===== src/rtl/cfg_pkg.sv =====
// Shared constants, state encoding and CRC step for the config chain loader.
package cfg_pkg;

  // Default field widths of one per-layer config record.
  localparam int unsigned NLAYER_DFLT     = 5;
  localparam int unsigned HW_WIDTH_DFLT   = 5;
  localparam int unsigned T_WIDTH_DFLT    = 5;
  localparam int unsigned D1_WIDTH_DFLT   = 5;
  localparam int unsigned D2_WIDTH_DFLT   = 9;
  localparam int unsigned NCFG_WIDTH_DFLT = 96;
  localparam int unsigned TPD_WIDTH_DFLT  = 4;
  localparam int unsigned NFLAG_BITS      = 4;

  // Record width: all fields plus PD_EN_MEM, PD_EN_CIM, BP, SWP flags.
  function automatic int unsigned rec_width(input int unsigned hw, input int unsigned t,
                                            input int unsigned d1, input int unsigned d2,
                                            input int unsigned ncfg, input int unsigned tpd);
    return hw + t + d1 + d2 + ncfg + tpd + NFLAG_BITS;
  endfunction

  localparam int unsigned REC_WIDTH_DFLT = rec_width(HW_WIDTH_DFLT, T_WIDTH_DFLT, D1_WIDTH_DFLT,
                                                     D2_WIDTH_DFLT, NCFG_WIDTH_DFLT,
                                                     TPD_WIDTH_DFLT);

  // Field LSB offsets within a default-width record.
  localparam int unsigned HW_LSB        = 0;
  localparam int unsigned T_LSB         = HW_LSB + HW_WIDTH_DFLT;
  localparam int unsigned D1_LSB        = T_LSB + T_WIDTH_DFLT;
  localparam int unsigned D2_LSB        = D1_LSB + D1_WIDTH_DFLT;
  localparam int unsigned NCFG_LSB      = D2_LSB + D2_WIDTH_DFLT;
  localparam int unsigned TPD_LSB       = NCFG_LSB + NCFG_WIDTH_DFLT;
  localparam int unsigned PD_EN_MEM_LSB = TPD_LSB + TPD_WIDTH_DFLT;
  localparam int unsigned PD_EN_CIM_LSB = PD_EN_MEM_LSB + 1;
  localparam int unsigned BP_LSB        = PD_EN_CIM_LSB + 1;
  localparam int unsigned SWP_LSB       = BP_LSB + 1;

  localparam logic [15:0] CRC_POLY = 16'h1021;
  localparam logic [15:0] CRC_INIT = 16'hFFFF;

  typedef enum logic [2:0] {
    StIdle,
    StWaitRec,
    StShift,
    StGap,
    StCheck
  } state_e;

  // One serial CRC-16 step, MSB-first feedback.
  function automatic logic [15:0] crc16_step(input logic [15:0] crc, input logic b);
    logic fb;
    fb = crc[15] ^ b;
    return {crc[14:0], 1'b0} ^ (fb ? CRC_POLY : 16'h0000);
  endfunction

endpackage


===== src/rtl/cfg_chain_loader_crc16_serial.sv =====
// Bit-serial CRC-16 accumulator with synchronous clear.
module crc16_serial
  import cfg_pkg::*;
(
  input  logic        clk,
  input  logic        clear,
  input  logic        en,
  input  logic        data_bit,
  output logic [15:0] crc
);

  // Clear wins over an update in the same cycle.
  always_ff @(posedge clk) begin
    if (clear) begin
      crc <= CRC_INIT;
    end else if (en) begin
      crc <= crc16_step(crc, data_bit);
    end
  end

endmodule


===== src/rtl/cfg_chain_loader.sv =====
// Serialises per-layer config records onto the CFG chain, with optional CRC readback pass.
module cfg_chain_loader
  import cfg_pkg::*;
#(
  parameter int unsigned NLAYER     = NLAYER_DFLT,
  parameter int unsigned HW_WIDTH   = HW_WIDTH_DFLT,
  parameter int unsigned T_WIDTH    = T_WIDTH_DFLT,
  parameter int unsigned D1_WIDTH   = D1_WIDTH_DFLT,
  parameter int unsigned D2_WIDTH   = D2_WIDTH_DFLT,
  parameter int unsigned NCFG_WIDTH = NCFG_WIDTH_DFLT,
  parameter int unsigned TPD_WIDTH  = TPD_WIDTH_DFLT
) (
  input  logic                   CLK,
  input  logic                   RST,
  input  logic                   START,
  input  logic                   MODE,
  input  logic                   REC_VALID,
  output logic                   REC_READY,
  input  logic [rec_width(HW_WIDTH, T_WIDTH, D1_WIDTH, D2_WIDTH, NCFG_WIDTH, TPD_WIDTH)-1:0]
                                 REC_DATA,
  output logic                   CFG_WE,
  output logic                   CFG_D,
  input  logic                   CFG_Q,
  output logic                   BUSY,
  output logic                   DONE,
  output logic                   ERR,
  output logic [15:0]            CRC
);

  localparam int unsigned REC_WIDTH = rec_width(HW_WIDTH, T_WIDTH, D1_WIDTH, D2_WIDTH,
                                                NCFG_WIDTH, TPD_WIDTH);
  localparam int unsigned BCW = $clog2(REC_WIDTH + 1);
  localparam int unsigned RCW = $clog2(NLAYER + 1);
  localparam logic [BCW-1:0] REC_BITS = BCW'(REC_WIDTH);
  localparam logic [RCW-1:0] NL_CNT   = RCW'(NLAYER);

  state_e               state_q, state_d;
  logic [REC_WIDTH-1:0] sr_q, sr_d;
  logic [BCW-1:0]       bit_cnt_q, bit_cnt_d;
  logic [RCW-1:0]       rec_cnt_q, rec_cnt_d, rec_cnt_inc;
  logic                 pass_q, pass_d;
  logic                 mode_q, mode_d;
  logic                 we_q, we_d;
  logic                 dout_q, dout_d;
  logic                 ready_q, ready_d;
  logic                 busy_q, busy_d;
  logic                 done_q, done_d;
  logic                 err_q, err_d;
  logic                 crc_clear;
  logic [15:0]          crc_tx, crc_rx;

  assign rec_cnt_inc = rec_cnt_q + 1'b1;

  // Next-state and registered-output values; every output is a flop.
  always_comb begin
    state_d   = state_q;
    sr_d      = sr_q;
    bit_cnt_d = bit_cnt_q;
    rec_cnt_d = rec_cnt_q;
    pass_d    = pass_q;
    mode_d    = mode_q;
    we_d      = 1'b0;
    dout_d    = 1'b0;
    ready_d   = 1'b0;
    busy_d    = busy_q;
    done_d    = 1'b0;
    err_d     = err_q;
    crc_clear = 1'b0;
    unique case (state_q)
      StIdle: begin
        if (START) begin
          err_d     = 1'b0;
          crc_clear = 1'b1;
          pass_d    = 1'b0;
          rec_cnt_d = '0;
          busy_d    = 1'b1;
          mode_d    = MODE;
          ready_d   = 1'b1;
          state_d   = StWaitRec;
        end
      end
      StWaitRec: begin
        if (REC_VALID && ready_q) begin
          // Bit 0 goes out in the very next cycle; the rest sits in sr.
          sr_d      = REC_DATA >> 1;
          we_d      = 1'b1;
          dout_d    = REC_DATA[0];
          bit_cnt_d = BCW'(1);
          state_d   = StShift;
        end else begin
          ready_d = 1'b1;
        end
      end
      StShift: begin
        if (bit_cnt_q == REC_BITS) begin
          state_d = StGap;
        end else begin
          we_d      = 1'b1;
          dout_d    = sr_q[0];
          sr_d      = sr_q >> 1;
          bit_cnt_d = bit_cnt_q + 1'b1;
        end
      end
      StGap: begin
        rec_cnt_d = rec_cnt_inc;
        if (rec_cnt_inc != NL_CNT) begin
          ready_d = 1'b1;
          state_d = StWaitRec;
        end else if (!pass_q && mode_q) begin
          pass_d    = 1'b1;
          rec_cnt_d = '0;
          ready_d   = 1'b1;
          state_d   = StWaitRec;
        end else begin
          // Final CRCs are settled here, so DONE/ERR land during the CHECK cycle.
          done_d  = 1'b1;
          busy_d  = 1'b0;
          if (mode_q && (crc_rx != crc_tx)) begin
            err_d = 1'b1;
          end
          state_d = StCheck;
        end
      end
      StCheck: begin
        state_d = StIdle;
      end
      default: begin
        state_d = StIdle;
      end
    endcase
  end

  // State and output registers with synchronous reset.
  always_ff @(posedge CLK) begin
    if (RST) begin
      state_q   <= StIdle;
      sr_q      <= '0;
      bit_cnt_q <= '0;
      rec_cnt_q <= '0;
      pass_q    <= 1'b0;
      mode_q    <= 1'b0;
      we_q      <= 1'b0;
      dout_q    <= 1'b0;
      ready_q   <= 1'b0;
      busy_q    <= 1'b0;
      done_q    <= 1'b0;
      err_q     <= 1'b0;
    end else begin
      state_q   <= state_d;
      sr_q      <= sr_d;
      bit_cnt_q <= bit_cnt_d;
      rec_cnt_q <= rec_cnt_d;
      pass_q    <= pass_d;
      mode_q    <= mode_d;
      we_q      <= we_d;
      dout_q    <= dout_d;
      ready_q   <= ready_d;
      busy_q    <= busy_d;
      done_q    <= done_d;
      err_q     <= err_d;
    end
  end

  logic crc_clr_all, tx_en, rx_en;
  assign crc_clr_all = RST | crc_clear;
  assign tx_en       = we_q & ~pass_q;
  assign rx_en       = we_q & pass_q;

  // Pass 0: CRC of bits driven onto CFG_D.
  crc16_serial u_crc_tx (
    .clk      (CLK),
    .clear    (crc_clr_all),
    .en       (tx_en),
    .data_bit (dout_q),
    .crc      (crc_tx)
  );

  // Pass 1: CRC of bits falling out of the chain end.
  crc16_serial u_crc_rx (
    .clk      (CLK),
    .clear    (crc_clr_all),
    .en       (rx_en),
    .data_bit (CFG_Q),
    .crc      (crc_rx)
  );

  assign CFG_WE    = we_q;
  assign CFG_D     = dout_q;
  assign REC_READY = ready_q;
  assign BUSY      = busy_q;
  assign DONE      = done_q;
  assign ERR       = err_q;
  assign CRC       = crc_tx;

endmodule

===== config.mk =====
export PLATFORM = sky130hd
export DESIGN_NAME = cfg_chain_loader
export DESIGN_NICKNAME = d
export VERILOG_FILES = /design/src/rtl/cfg_pkg.sv /design/src/rtl/cfg_chain_loader_crc16_serial.sv /design/src/rtl/cfg_chain_loader.sv
export SDC_FILE = /design/constraint.sdc
export NUM_CORES = 1
export LEC_CHECK = 0
export CAP_MARGIN = 20
export CORE_ASPECT_RATIO = 1.2
export CORE_MARGIN = 2
export CORE_UTILIZATION = 35
export CTS_CLUSTER_SIZE = 8
export DETAILED_ROUTE_END_ITERATION = 10
export GPL_TIMING_DRIVEN = 0
export SLEW_MARGIN = 20
export SYNTH_ARGS = -nofsm -noshare
export SYNTH_HDL_FRONTEND = slang
export SYNTH_SLANG_ARGS = --single-unit

===== constraint.sdc =====
create_clock -name CLK -period 3 [get_ports CLK]
set_clock_uncertainty 0.05 [all_clocks]
set_input_delay 0.3 -clock CLK [delete_from_list [all_inputs] [get_ports CLK]]
set_output_delay 0.3 -clock CLK [all_outputs]
set_load 0.02 [all_outputs]

# Word level (Yosys, flattened, before mapping)
# Cells that the tools add are included.
[classes]
addsub = 2
mul = 0
div_mod_pow = 0
order_cmp = 0
n_eq_ne = 14
n_shift = 0
muxes = 43
n_bitwise = 9
n_reduce_logical = 15
[ops]
columns = ["cell", "n"]
rows = [
  ["$mux 128", 2],
  ["$pmux 128 s2", 1],
  ["$xor 16x16->16", 2],
  ["$mux 13", 2],
  ["$mux 3", 8],
  ["$mux 1", 19],
  ["$mux 8", 2],
  ["$ne 16x16->1", 1],
  ["$ne 2x2->1 const B", 8],
  ["$pmux 8 s2", 1],
  ["$pmux 3 s4", 1],
  ["$pmux 1 s2", 5],
  ["$add 8x1->8 const B", 1],
  ["$eq 8x8->1 const B", 1],
  ["$reduce_and 4->1", 2],
  ["$eq 3x2->1 const B", 2],
  ["$pmux 3 s2", 1],
  ["$reduce_and 3->1", 2],
  ["$reduce_and 5->1", 1],
  ["$reduce_and 2->1", 2],
  ["$reduce_bool 2->1", 2],
  ["$add 3x1->3 const B", 1],
  ["$eq 3x1->1 const B", 1],
  ["$logic_and 1x1->1", 3],
  ["other kinds (9)", 12],
]
[totals]
register_bits = 182
latch_bits = 0
ram_bits = 0
mem_bits_ro = 0
in_bits = 134
out_inout_bits = 22
n_memories = 0

# Longest topological paths before layout
[depth]
word_depth = 6
depth_mapped = 9
depth_no_buf = 6

# By module
# From an unflattened synthesis, not the netlist that was laid out.
[hier_totals]
cells_unflattened = 981
hier_area_um2 = 8227.9
[modules_own_cells]
columns = ["module", "instances", "cells_per_inst", "area_each_um2", "seq_area_each_um2"]
rows = [
  ["cfg_chain_loader", 1, 869, 6941.7, 2982.9],
  ["crc16_serial", 2, 56, 643.1, 320.3],
]

# Worst setup path before layout
# Ideal clock, no wire load.
[synth_timing]
path_type = "flip-flop to flip-flop"
startpoint = "register state_q[2]"
endpoint = "register sr_q[70]"
t_arrival_ns = 1.696
path_slack_ns = 1.103
path_stages_with_launch = 10
synth_period_minus_slack_ns = 1.897
cell_sequence = "dfxtp_1 buf_6 or3b_1 clkbuf_1 a31o_1 buf_6 nand2_4 buf_4 buf_4 a221oi_2"
[synth_between]
elab_chain_len = 3
[synth_rtl]
columns = ["item", "line_no", "source"]
rows = [
  ["start, declared", "cfg_chain_loader.sv:37", "state_e state_q, state_d;"],
  ["start signal, assigned", "cfg_chain_loader.sv:136", "state_q <= StIdle;"],
  ["start signal, assigned", "cfg_chain_loader.sv:149", "state_q <= state_d;"],
  ["$eq 3x2->1 / $eq 3x1->1 (equally long branches)", "cfg_chain_loader.sv:69", "unique case (state_q)"],
  ["$ne 2x2->1 (no source line) / $reduce_bool 2->1 (equally long branches)", "n/a", ""],
  ["$reduce_and 3->1 (no source line)", "n/a", ""],
  ["end signal, assigned", "cfg_chain_loader.sv:150", "sr_q <= sr_d;"],
  ["end, declared", "cfg_chain_loader.sv:38", "logic [REC_WIDTH-1:0] sr_q, sr_d;"],
]
# Parallel ways exist; a longest one is shown, timed or not.
# A chain may end at the register's enable or synchronous reset.

# Final worst setup path
[layout_timing]
startpoint = "register state_q[2]"
endpoint = "register sr_q[11]"
# The elaborated chain is that of the path after synthesis.

==> results.sh <==
export IMPL_status="completed"
export IMPL_yosysWarnings=0
export IMPL_cts_max_level=4
export IMPL_synth_edf_count=0
export IMPL_coreArea_mm2=0.0253
export IMPL_cts_resized=0
export IMPL_yosys_register_bits=181
export IMPL_hpwl_mm=15.8
export IMPL_gp_congestion=0.818
export IMPL_synth_top_family_by_area="compound AO/OA/AOI/OAI gates"
export IMPL_grt_use_total_pct=16.9
export IMPL_slew_headroom_pct=51.5
export IMPL_io_pins=156
export IMPL_period_minus_slack_ns=2.42
export IMPL_power_density_mw_per_mm2=496
export IMPL_dieArea_mm2=0.0268
export IMPL_route_detailed_drc=0
export IMPL_required_ns=3.29
export IMPL_synth_area_mm2=0.00893
export IMPL_finalHoldViolations=0
export IMPL_drive_above_1_share_pct=17.9
export IMPL_synth_compound_area_share_pct=22.6
export IMPL_overflow=0
export IMPL_layout_common_cells="dfxtp_1, clkdlybuf4s50_1, nor2_1"
export IMPL_tightest_slew_ns=0.727
export IMPL_grt_pass1_vias=7133
export IMPL_layout_commonest_cell="dfxtp_1"
export IMPL_cap_violations=0
export IMPL_wl_mm=22.4
export IMPL_clk_latency_ns=0.43
export IMPL_post_cts_buffers=0
export IMPL_yosysUniqueCellTypes=45
export IMPL_cpMaxStageDelayCell="clkbuf_1"
export IMPL_cts_tree="yes"
export IMPL_holdCritPathClass="in -> reg"
export IMPL_slew_viol_final=0
export IMPL_rows=64
export IMPL_rsz0062_at_grt="false"
export IMPL_num_vias=7036
export IMPL_antenna_left=0
export IMPL_synth_nets=1006
export IMPL_ctsHoldBuffers=0
export IMPL_r2r_setup_slack_ns=0.58
export IMPL_crit_path_end_kind="register"
export IMPL_worstSetupPathType="reg -> reg"
export IMPL_finalCritPeriodShare_pct=80.5
export IMPL_die_width_um=150
export IMPL_cp_top_family="buffers and inverters"
export IMPL_synthCells=868
export IMPL_p_leak_nw=4.80
export IMPL_cts_buffer_depth=2
export IMPL_port_buffers=154
export IMPL_insertedDiodeCount=0
export IMPL_crit_chain="buf_6, nor3b_1, and2_1, clkbuf_1, clkbuf_1, nor2_1, a221oi_2"
export IMPL_antenna_found_initial=0
export IMPL_firstDrtPassIters=4
export IMPL_vias_per_cell=5.08
export IMPL_grt_max_degree=20
export IMPL_hold_slack_ns=0.378
export IMPL_cp_max_fo=10
export IMPL_synthAdderAreaFrac_pct=0.560
export IMPL_synthXorXnorAreaFrac_pct=3.14
export IMPL_arrival_ns=2.71
export IMPL_drt_initial_drc_count=220
export IMPL_fmax_mhz=414
export IMPL_area_delta_synth_final_pct=28.6
export IMPL_vdd_drop_max_uv=369
export IMPL_synthMuxAreaShare_pct=14.1
export IMPL_synthArstFlopShare_pct=0
export IMPL_multi_input_area_mm2=0.00479
export IMPL_critPathBufInv=3
export IMPL_cts_made_buffers=17
export IMPL_regArea_mm2=0.00362
export IMPL_synthFlopType="dfxtp_1"
export IMPL_crit_top_cell="clkbuf_1"
export IMPL_setup_viol_count_final=0
export IMPL_worst_setup_path_start_kind="register"
export IMPL_tns_ns=0
export IMPL_synth_simple_gate_area_share_pct=13.1
export IMPL_cts_sinks=181
export IMPL_root_buffer="clkbuf_16"
export IMPL_grt_pass1_wl_mm=36.5
export IMPL_avgRoutedWirePerCell_um=16.2
export IMPL_postSynthAreaPerCell_um2=10.3
export IMPL_die_h_um=179
export IMPL_fillers=2464
export IMPL_initial_utilization_pct=35.3
export IMPL_critPathMaxStageDelay_ns=0.54
export IMPL_final_nets=1179
export IMPL_seq_area_frac_synth_pct=40.6
export IMPL_clk_pin_slew_worst_paths_ns=0.07
==> state kept, by name, indices dropped and copies added, names as in the netlist, 3 cells and up <==
| name | flops |
|---|---|
| state_q | 3 |
| sr_q | 127 |
| bit_cnt_q | 8 |
| u_crc_rx.crc | 16 |
| rec_cnt_q | 3 |
| u_crc_tx.crc | 16 |
==> where the power goes <==
group,switching (mW),internal (mW)
sequential,0.0706,2.53
clock,1.13,1.15
combinational,0.408,0.420
total,1.60,4.10
==> per-layer routing <==
metal	global-route usage, %	vias to the layer above	wire [um]
li1	-	3558	-
met1	21.9	3334	10400
met2	28.2	127	10700
met3	3.44	17	1040
met4	5.39	0	324
met5	0	-	0
==> worst reg2reg max path, cell delays in order (launching register included) <==
cell	delay, ns
dfxtp_1	0.31
buf_6	0.13
nor3b_1	0.31
and2_1	0.20
clkbuf_1	0.54
clkbuf_1	0.46
nor2_1	0.11
a221oi_2	0.22
==> cells in the mapped netlist (all sizes together), types with 2 or more instances <==
cell	count	area [um2]
xor2	5	43.8
xnor2	27	236
a2111oi	4	41.3
nor2	136	510
and2	3	18.8
nor4	3	18.8
dfxtp	181	3620
a211oi	5	37.5
nor3b	2	15.0
clkbuf	41	154
a21oi	8	40.0
nand3	32	160
nor2b	7	43.8
or3b	2	17.5
mux2i	126	1260
nand2b	3	18.8
a221oi	127	1790
o21ai	3	15.0
buf	45	342
nand4b	2	17.5
o211ai	4	30.0
nand4	7	43.8
nand2	71	274
ha	4	50.1
inv	7	26.3
==> worst paths after layout <==
kind,start,endpoint,depth (start not counted)
min reg2reg,sr_q[126]$_SDFFE_PP0P_,sr_q[126]$_SDFFE_PP0P_,2
min,MODE,mode_q$_SDFFE_PP0P_,3
max,state_q[2]$_SDFFE_PP0P_,sr_q[11]$_SDFFE_PP0P_,7
max reg2reg,state_q[2]$_SDFFE_PP0P_,sr_q[11]$_SDFFE_PP0P_,7
==> logic make-up (layout without fill, tap and decap cells) <==
group,count (synthesis),count (layout)
AO/OA/AOI/OAI,160,160
XOR/XNOR,32,32
adder cells (fa/ha/maj),4,4
buffers and inverters,93,279
flip-flops,181,181
multiplexers,126,126
AND/OR/NAND/NOR,272,272
==> through the flow <==
step           std cells  instance area [um2]  util [%]  worst slack, ns  total power, mW
6_report            1384                11500      45.4            0.585             5.70
5_1_grt             1384                11500      45.4            0.307             5.96
3_5_place_dp        1352                10900      43.0            0.304             3.49
2_1_floorplan        868                 8930         -             1.10             3.17
3_3_place_gp        1352                10900      43.0            0.309             3.48
4_1_cts             1384                11500      45.4            0.527             5.78
==> layout make-up <==
class,count,area share [%]
Multi-Input combinational cell,594,41.7
Sequential cell,181,31.5
Timing Repair Buffer,154,13.4
Buffer,86,4.31
Clock buffer,18,3.82
Tap cell,330,3.59
Clock inverter,14,1.41
Inverter,7,0.229
No activity file was read; power rests on OpenSTA's default activity.
